==> src/rtl/pal_sync_decoder.sv <==
// rtl/pal_sync_decoder.sv - composite sync pulse classifier and hcnt/vcnt recovery
// Classifies csync pulses by low width and rebuilds line/frame counters aligned to the source.
module pal_sync_decoder #(
   parameter int END_COUNT_H = 447,
   parameter int END_COUNT_V = 311,
   parameter int SHORT_MAX   = 23,
   parameter int HSYNC_MAX   = 63,
   parameter int LONG_MIN    = 150,
   parameter int WIN         = 7,
   parameter int LOCK_GOOD   = 4,
   parameter int LOCK_MISS   = 3
) (
   input  logic       clk,
   input  logic       rst,
   input  logic       csync_in,
   output logic [8:0] hcnt,
   output logic [8:0] vcnt,
   output logic       locked,
   output logic       pulse_valid,
   output logic [1:0] pulse_class,
   output logic [8:0] pulse_width,
   output logic       vsync_pulse
);

   localparam logic [8:0] H_END      = 9'(END_COUNT_H);
   localparam logic [8:0] V_END      = 9'(END_COUNT_V);
   localparam logic [8:0] W_LO       = 9'(END_COUNT_H - WIN);
   localparam logic [8:0] W_HI       = 9'(WIN);
   localparam logic [8:0] MISS_AT    = 9'(WIN + 1);
   localparam logic [8:0] SHORT_LIM  = 9'(SHORT_MAX);
   localparam logic [8:0] HSYNC_LIM  = 9'(HSYNC_MAX);
   localparam logic [8:0] LONG_LIM   = 9'(LONG_MIN);
   localparam logic [3:0] GOOD_N     = 4'(LOCK_GOOD);
   localparam logic [3:0] MISS_N     = 4'(LOCK_MISS);

   typedef enum logic {ST_UNLOCKED, ST_LOCKED} lock_state_t;

   lock_state_t state;
   logic        s1, s2, s3;
   logic [8:0]  width;
   logic [3:0]  good_cnt, miss_cnt;
   logic        last_long;
   logic        seen;

   logic        fall, rise, in_win, accepted, wrap, line_inc, new_vsync;
   logic [1:0]  cls;

   always_comb begin
      fall     = !s2 && s3;
      rise     = s2 && !s3;
      in_win   = (hcnt >= W_LO) || (hcnt <= W_HI);
      accepted = fall && ((state == ST_UNLOCKED) || in_win);
      wrap     = (hcnt == H_END);
      // one increment per line whether the wrap or an early edge gets there first
      line_inc = wrap || (accepted && (hcnt >= W_LO));
      if (width <= SHORT_LIM)
         cls = 2'd0;
      else if (width <= HSYNC_LIM)
         cls = 2'd1;
      else if (width >= LONG_LIM)
         cls = 2'd2;
      else
         cls = 2'd3;
      new_vsync = rise && (cls == 2'd2) && !last_long;
   end

   always_ff @(posedge clk) begin
      if (rst) begin
         s1          <= 1'b1;
         s2          <= 1'b1;
         s3          <= 1'b1;
         width       <= '0;
         hcnt        <= '0;
         vcnt        <= '0;
         good_cnt    <= '0;
         miss_cnt    <= '0;
         state       <= ST_UNLOCKED;
         locked      <= 1'b0;
         pulse_valid <= 1'b0;
         pulse_class <= 2'd0;
         pulse_width <= '0;
         vsync_pulse <= 1'b0;
         last_long   <= 1'b0;
         seen        <= 1'b0;
      end else begin
         s1 <= csync_in;
         s2 <= s1;
         s3 <= s2;

         if (fall)
            width <= 9'd1;
         else if (!s2 && (width != 9'd511))
            width <= width + 9'd1;

         pulse_valid <= rise;
         vsync_pulse <= new_vsync;
         if (rise) begin
            pulse_width <= width;
            pulse_class <= cls;
            last_long   <= (cls == 2'd2);
         end

         if (accepted || wrap)
            hcnt <= '0;
         else
            hcnt <= hcnt + 9'd1;

         if (new_vsync)
            vcnt <= '0;
         else if (line_inc)
            vcnt <= (vcnt == V_END) ? 9'd0 : vcnt + 9'd1;

         // seen tracks whether the current window has produced an accepted edge
         if (accepted)
            seen <= 1'b1;
         else if (hcnt == W_LO)
            seen <= 1'b0;

         case (state)
            ST_UNLOCKED: begin
               if (fall) begin
                  if (in_win) begin
                     good_cnt <= good_cnt + 4'd1;
                     if (good_cnt + 4'd1 == GOOD_N) begin
                        state    <= ST_LOCKED;
                        locked   <= 1'b1;
                        miss_cnt <= '0;
                     end
                  end else begin
                     good_cnt <= '0;
                  end
               end
            end
            ST_LOCKED: begin
               if (accepted) begin
                  miss_cnt <= '0;
               end else if ((hcnt == MISS_AT) && !seen) begin
                  miss_cnt <= miss_cnt + 4'd1;
                  if (miss_cnt + 4'd1 == MISS_N) begin
                     state    <= ST_UNLOCKED;
                     locked   <= 1'b0;
                     good_cnt <= '0;
                  end
               end
            end
         endcase
      end
   end

endmodule

==> config.mk <==
export PLATFORM = sky130hd
export DESIGN_NAME = pal_sync_decoder
export DESIGN_NICKNAME = d
export VERILOG_FILES = /design/src/rtl/pal_sync_decoder.sv
export SDC_FILE = /design/constraint.sdc
export NUM_CORES = 1
export LEC_CHECK = 0
export BUFFER_PORTS_ARGS = -buffer_cell sky130_fd_sc_hd__clkbuf_2
export CAP_MARGIN = 20
export CORE_MARGIN = 1
export CORE_UTILIZATION = 35
export CTS_CLUSTER_DIAMETER = 30
export DETAILED_ROUTE_END_ITERATION = 10
export GPL_TIMING_DRIVEN = 0
export PLACE_DENSITY_LB_ADDON = 0.12
export SYNTH_ARGS = -nofsm -noshare
export SYNTH_HDL_FRONTEND = slang
export SYNTH_SLANG_ARGS = --single-unit
==> constraint.sdc <==
create_clock -name clk -period 2 [get_ports clk]
set_input_delay 0.3 -clock clk [delete_from_list [all_inputs] [get_ports clk]]
set_output_delay 0.3 -clock clk [all_outputs]
set_load 0.02 [all_outputs]
==> results of run 1 <==
[timing repair]
item | 4_1_cts | 5_1_grt
pin swaps | 1 | 8
buffers inserted | 3 | 5
endpoints found under the setup margin | 5 | 18
gates resized for setup | 3 | 15
[worst reg2reg max path, cell delays in order, from the launching register on]
cell                      delay [ns]
sky130_fd_sc_hd__dfxtp_4        0.36
sky130_fd_sc_hd__or4_4          0.57
sky130_fd_sc_hd__nor4_4         0.27
sky130_fd_sc_hd__buf_4          0.18
sky130_fd_sc_hd__o21ai_0        0.09
sky130_fd_sc_hd__a22o_1         0.20
sky130_fd_sc_hd__a32o_1         0.20
[power by group through the flow]
stage	registers (mW)	clock network (mW)	logic [mW]
2_1_floorplan	1.15	0	0.0634
3_3_place_gp	1.15	0	0.0988
3_5_place_dp	1.15	0	0.0984
4_1_cts	1.12	0.786	0.0992
5_1_grt	1.12	0.834	0.115
6_report	1.12	0.749	0.101
[how the worst max path moves through the flow]
stage | slack (ns) | cells after the start | end | start
after floorplan | 0.05 | 5 | locked$_SDFFE_PP0P_ | hcnt[7]$_SDFF_PP0_
after global placement | -0.07 | 6 | vcnt[8]$_SDFFE_PP0P_ | hcnt[0]$_SDFF_PP0_
after detailed placement | -0.14 | 6 | vcnt[8]$_SDFFE_PP0P_ | hcnt[0]$_SDFF_PP0_
after CTS | 0.005 | 6 | miss_cnt[0]$_SDFFE_PP0P_ | good_cnt[0]$_SDFFE_PP0P_
after global routing | -0.05 | 6 | miss_cnt[1]$_SDFFE_PP0P_ | hcnt[4]$_SDFF_PP0_
final | 0.03 | 6 | locked$_SDFFE_PP0P_ | hcnt[4]$_SDFF_PP0_
[final cells by class]
| class | instances | area, µm² |
|---|---|---|
| buffer | 11 | 55.1 |
| clock buffer | 6 | 72.6 |
| clock inverter | 2 | 38.8 |
| fill | 762 | 4080 |
| inverter | 11 | 41.3 |
| multi-input combinational | 226 | 1470 |
| sequential | 55 | 1110 |
| tap | 99 | 124 |
| timing repair buffer | 41 | 225 |
[state kept, by name, indices dropped and copies added, names as in the netlist]
signal	count
vsync_pulse	1
miss_cnt	4
locked	1
pulse_width	9
hcnt	9
width	9
s3	1
vcnt	9
state	1
good_cnt	4
s2	1
pulse_class	2
pulse_valid	1
seen	1
last_long	1
s1	1
[per-layer routing]
metal,up-vias,routed length [µm],share of wire,global-route usage
met3,5,149,0.027,0.0299
li1,1160,-,-,-
met2,30,2610,0.47,0.241
met1,1041,2740,0.49,0.210
met5,-,0,0,0
met4,0,54,0.0097,0.0440
[Yosys cell counts (all sizes together) (2+ instances only)]
master	count	area share
dfxtp	55	0.42
nand2	36	0.052
nor2	35	0.050
a21oi	22	0.042
nand3	15	0.029
and3	12	0.029
inv	11	0.016
xor2	11	0.037
ha	10	0.048
clkbuf	9	0.014
o21ai	9	0.017
xnor2	8	0.027
nand2b	5	0.012
nand4	5	0.014
or2	5	0.012
a31oi	4	0.0096
nand3b	4	0.012
nor4	4	0.018
a211o	3	0.010
or3	3	0.0072
a211oi	2	0.0058
a21o	2	0.0058
buf	2	0.0072
nor2b	2	0.0048
o21a	2	0.0058
o22ai	2	0.0048
o31ai	2	0.0058
[cells by family (layout without fill, tap and decap cells)]
group                    after synthesis  in the layout  synth area share
buffers and inverters                 22             71            0.0370
adder cells (fa/ha/maj)               10             10            0.0481
flip-flops                            55             55             0.423
XOR/XNOR                              19             19            0.0639
AND/OR/NAND/NOR                      132            132             0.260
multiplexers                           1              1           0.00384
AO/OA/AOI/OAI                         64             64             0.164
[cell usage in the layout, fill, tap and decap left out, types with 3 or more instances in the layout]
master,netlist,layout
sky130_fd_sc_hd__nand3b_1,4,4
sky130_fd_sc_hd__ha_1,10,9
sky130_fd_sc_hd__clkbuf_8,0,5
sky130_fd_sc_hd__clkbuf_2,2,35
sky130_fd_sc_hd__inv_1,11,11
sky130_fd_sc_hd__dfxtp_1,55,51
sky130_fd_sc_hd__nand4_1,4,4
sky130_fd_sc_hd__a211o_1,3,3
sky130_fd_sc_hd__and3_1,11,10
sky130_fd_sc_hd__clkbuf_1,7,8
sky130_fd_sc_hd__nand2_1,36,36
sky130_fd_sc_hd__buf_4,1,9
sky130_fd_sc_hd__a21oi_1,22,22
sky130_fd_sc_hd__xnor2_1,8,8
sky130_fd_sc_hd__or2_2,3,3
sky130_fd_sc_hd__nor2_1,35,33
sky130_fd_sc_hd__or3_1,3,3
sky130_fd_sc_hd__nand3_1,15,15
sky130_fd_sc_hd__a31oi_1,4,4
sky130_fd_sc_hd__o21ai_0,9,8
sky130_fd_sc_hd__nand2b_1,5,5
sky130_fd_sc_hd__xor2_1,11,11
==> flow_summary.ini, run 1 <==
[run_status]
outcome = finished, final reports clean

[floorplan]
initial_core_util = 0.361
floorplan.die_area_um2 = 7790
width_of_the_chip_um = 88.3
die-height_um = 88.3
floorplan.core_area_um2 = 7210
placement_rows = 31
io_pins = 35

[grt]
antenna_found_initial = 0
global_route.usage.total = 0.152
pin_count_of_the_biggest_net_entering_global_routing = 18
global_route_wire_length_before_repair_mm = 9.33
grt_pass1_vias = 1943
globalRouteOverflowTotal = 0

[setup_path]
worst-endpoint-arrival_ns = 2.18
rrSetupSlack_ns = 0.03
ff2ff_path_depth = 6
slowest_stage = sky130_fd_sc_hd__or4_4
crit_path_cell_trace = or4_4, nor4_4, buf_4, o21ai_0, a22o_1, a32o_1
nature_of_the_critical_path_endpoint = flop
kind_of_cell_adding_the_most_delay_to_the_critical_path = simple AND/OR/NAND/NOR gates
timing.critical_path.buf_inv = 1
cp_max_fo = 6
worstSetupPathType = flop to flop
critical_path.max_stage_delay_ns = 0.57
startpoint_class_of_the_critical_path = flop
timing.critical_path.required_ns = 2.20
regToRegEndpoint = locked$_SDFFE_PP0P_
rr_startpoint = hcnt[4]$_SDFF_PP0_

[place]
hpwlAfterDp_mm = 3.94
place_congestion = 0.805
place.port_buffers = 33
dpl-instance-area_um2 = 2900
dp_slack_ns = -0.140
placed_cells_incl_taps = 435

[sta]
tightest_slew_ns = 0.644
slew_viol_final = 0
timing.fmax_mhz = 507
timing.max_slew.rel_slack = 0.566
final_min_period_over_clock_period = 0.986
final.setup.tns_ns = 0
final.min_clock_period_ns = 1.97
setup_repair_after_global_routing_missed_its_margin = true
post-route-worst-setup-slack_ns = 0.0276
hold_viol_final = 0
holdWs_ns = 0.190
setup_viol_count_final = 0
timing.clock.skew_ns = 0.0168

[yosys]
synth.distinct_cells = 57
post_synth_instance_area_um2 = 2600
postSynth.topFlopCell = sky130_fd_sc_hd__dfxtp_1
netlist_instances = 303
avgSynthCellArea_um2 = 8.59
synth-edff-count = 0
postSynthRegisterBits = 55
mappedNetlistNets = 316
ys_seq_area_frac = 0.423
asyncSetResetFlopFracSynth = 0
synth_warnings = 0

[pwr]
share_clk_of_total_power = 0.380
total_leakage_power_nw = 1.21
power.combinational.fraction = 0.051
p_int_mw = 1.52
switching_fraction = 0.229
max-vdd-ir-drop_uv = 349
switching_power_mw = 0.451
pnr_total_power_mw = 1.97
powerDensity_nw_per_um2 = 627
seq_power_share = 0.569

[cells_and_area]
layout-area-overhead-vs-synth_pct = 20.6
final_util = 0.435
finalNetCount = 364
post_route_cells_drive_above_1_share = 0.213
antenna_cells_inserted = 0
stdcell_count = 451
design_area_um2 = 3140

[clocking]
cts_tree = built
cts_hold_buffers = 0
cts.htree.levels = 2
clock_tree.buffer_depth = 2
cts-buffers-inserted = 5
cts.clk_slew.worst_paths_ns = 0.09
clk_root_buffer_cell = sky130_fd_sc_hd__clkbuf_8
clk-insertion-delay-late_ns = 0.31
clock_sink_count = 55

[detailed_routing]
wl_mm = 5.55
drt_pre_antenna_iters = 4
wl_per_cell_um = 12.3
dr_total_vias = 2236
ant_nets = 0
vias_per_cell = 4.96
drt-initial-drc-count = 94
drt_drc_violations_left = 0

[worst_hold_path]
worst_hold_path.endpoint = s1$_SDFF_PP1_
timing.hold.worst_path_depth = 2
hold_class = primary input to flop
timing.hold.worst.start = csync_in

[flow_run]
number_of_max_cap_violations = 0
Note: power is estimated with default switching activity, not from simulation.
==> inputs of run 2 (changes only) <==
--- a/config.mk
+++ b/config.mk
@@ -8,8 +8,8 @@
 export BUFFER_PORTS_ARGS = -buffer_cell sky130_fd_sc_hd__clkbuf_2
 export CAP_MARGIN = 20
 export CORE_MARGIN = 1
-export CORE_UTILIZATION = 35
-export CTS_CLUSTER_DIAMETER = 30
+export CORE_UTILIZATION = 50
+export CTS_CLUSTER_DIAMETER = 50
 export DETAILED_ROUTE_END_ITERATION = 10
 export GPL_TIMING_DRIVEN = 0
 export PLACE_DENSITY_LB_ADDON = 0.12
==> run 2 against run 1 <==
Wire length down 0.32%. Final cell count down 7.8%. Flip-flop and latch count unchanged. Critical path type unchanged.
==> flow_summary.ini, run 2 (synthesized netlist as in run 1, its figures left out) <==
[sta]
hold_viol_final = 0
timing.clock.skew_ns = 0.00585
slew_viol_final = 0
timing.fmax_mhz = 505
timing.max_slew.rel_slack = 0.566
final.min_clock_period_ns = 1.98
final.setup.tns_ns = 0
tightest_slew_ns = 0.645
post-route-worst-setup-slack_ns = 0.0188
setup_repair_after_global_routing_missed_its_margin = true
final_min_period_over_clock_period = 0.991
setup_viol_count_final = 0

[pwr]
powerDensity_nw_per_um2 = 600
pnr_total_power_mw = 1.85
total_leakage_power_nw = 1.20
max-vdd-ir-drop_uv = 362

[setup_path]
cp_max_fo = 6
rr_startpoint = hcnt[4]$_SDFF_PP0_
timing.critical_path.buf_inv = 1
critical_path.max_stage_delay_ns = 0.57
timing.critical_path.required_ns = 2.21
kind_of_cell_adding_the_most_delay_to_the_critical_path = simple AND/OR/NAND/NOR gates
ff2ff_path_depth = 6
worstSetupPathType = flop to flop
slowest_stage = sky130_fd_sc_hd__or4_4
startpoint_class_of_the_critical_path = flop
rrSetupSlack_ns = 0.02
regToRegEndpoint = locked$_SDFFE_PP0P_
worst-endpoint-arrival_ns = 2.19
crit_path_cell_trace = or4_4, nor4_4, buf_6, o21ai_2, a22o_1, a32o_2
nature_of_the_critical_path_endpoint = flop

[floorplan]
io_pins = 35
width_of_the_chip_um = 74.2
floorplan.core_area_um2 = 4880
floorplan.die_area_um2 = 5500
initial_core_util = 0.534
die-height_um = 74.2
placement_rows = 25

[clocking]
clk_root_buffer_cell = sky130_fd_sc_hd__clkbuf_8
cts.htree.levels = 2
clock_sink_count = 55
cts.clk_slew.worst_paths_ns = 0.09
clock_tree.buffer_depth = 2
clk-insertion-delay-late_ns = 0.30
cts-buffers-inserted = 5
cts_hold_buffers = 0
cts_tree = built

[place]
placed_cells_incl_taps = 403
dpl-instance-area_um2 = 2860
place_congestion = 0.799
dp_slack_ns = -0.0528
place.port_buffers = 33
hpwlAfterDp_mm = 3.67

[flow_run]
number_of_max_cap_violations = 0

[detailed_routing]
wl_mm = 5.53
ant_nets = 0
vias_per_cell = 5.49
dr_total_vias = 2285
drt-initial-drc-count = 128
drt_pre_antenna_iters = 4
wl_per_cell_um = 13.3
drt_drc_violations_left = 0

[cells_and_area]
mostFrequentLayoutCells = sky130_fd_sc_hd__dfxtp_1 (51), sky130_fd_sc_hd__nand2_1 (36), sky130_fd_sc_hd__clkbuf_2 (35), sky130_fd_sc_hd__nor2_1 (34), sky130_fd_sc_hd__a21oi_1 (22)
finalNetCount = 362
stdcell_count = 416
final.fill_count = 451
antenna_cells_inserted = 0
layout-area-overhead-vs-synth_pct = 18.2
post_route_cells_drive_above_1_share = 0.212
design_area_um2 = 3080
final_common_cell = sky130_fd_sc_hd__dfxtp_1

[worst_hold_path]
hold_class = primary input to flop
worst_hold_path.endpoint = s1$_SDFF_PP1_
timing.hold.worst_path_depth = 2
timing.hold.worst.start = csync_in

[grt]
grt_pass1_vias = 1902
pin_count_of_the_biggest_net_entering_global_routing = 16
globalRouteOverflowTotal = 0
antenna_found_initial = 0
global_route.usage.total = 0.200
global_route_wire_length_before_repair_mm = 8.51

[run_status]
outcome = finished, final reports clean
==> run 2: worst max path at each step <==
stage / startpoint / to / cells past startpoint / slack [ns]
CTS: hcnt[4]$_SDFF_PP0_ / locked$_SDFFE_PP0P_ / 5 / 0.009
finish: hcnt[4]$_SDFF_PP0_ / locked$_SDFFE_PP0P_ / 6 / 0.02
global route: hcnt[4]$_SDFF_PP0_ / locked$_SDFFE_PP0P_ / 6 / -0.04
floorplan: hcnt[7]$_SDFF_PP0_ / locked$_SDFFE_PP0P_ / 5 / 0.05
detailed placement: hcnt[0]$_SDFF_PP0_ / vcnt[8]$_SDFFE_PP0P_ / 6 / -0.05
global placement: hcnt[0]$_SDFF_PP0_ / vcnt[8]$_SDFFE_PP0P_ / 6 / -0.03
==> run 2: timing repair <==
action / CTS / global route
pin swaps: 1 / 9
endpoints found under the setup margin: 3 / 21
buffers inserted: 2 / 3
cloned: 0 / 1
resized for setup: 2 / 18
==> run 2: layer usage <==
metal	vias to the layer above	track usage	share of wire
li1	1160	-	-
met1	1072	0.269	0.48
met2	45	0.319	0.48
met3	8	0.0447	0.033
met4	0	0.0641	0.014
met5	-	0	0
==> run 2: where the power goes <==
group,total [mW],internal [mW],switching [mW]
clock,0.620,0.273,0.347
combinational,0.105,0.0356,0.0697
sequential,1.12,1.11,0.0146
==> run 2: final cells by class <==
type,count,area (µm²),share of cell area
clock buffers,6,82.6,0.0268
repair buffers,38,206,0.0671
inverters,11,41.3,0.0134
multi-input cells,227,1490,0.486
plain buffers,11,55.1,0.0179
well taps,67,83.8,0.0272
flip-flops and latches,55,1110,0.360
clock inverters,1,5.00,0.00163
==> run 2: per-stage QoR <==
| stage | hold WS [ns] | utilization |
|---|---|---|
| 2_1_floorplan | 0.389 | - |
| 3_3_place_gp | 0.411 | 0.586 |
| 3_5_place_dp | 0.405 | 0.586 |
| 4_1_cts | 0.157 | 0.609 |
| 5_1_grt | 0.159 | 0.631 |
| 6_report | 0.167 | 0.631 |
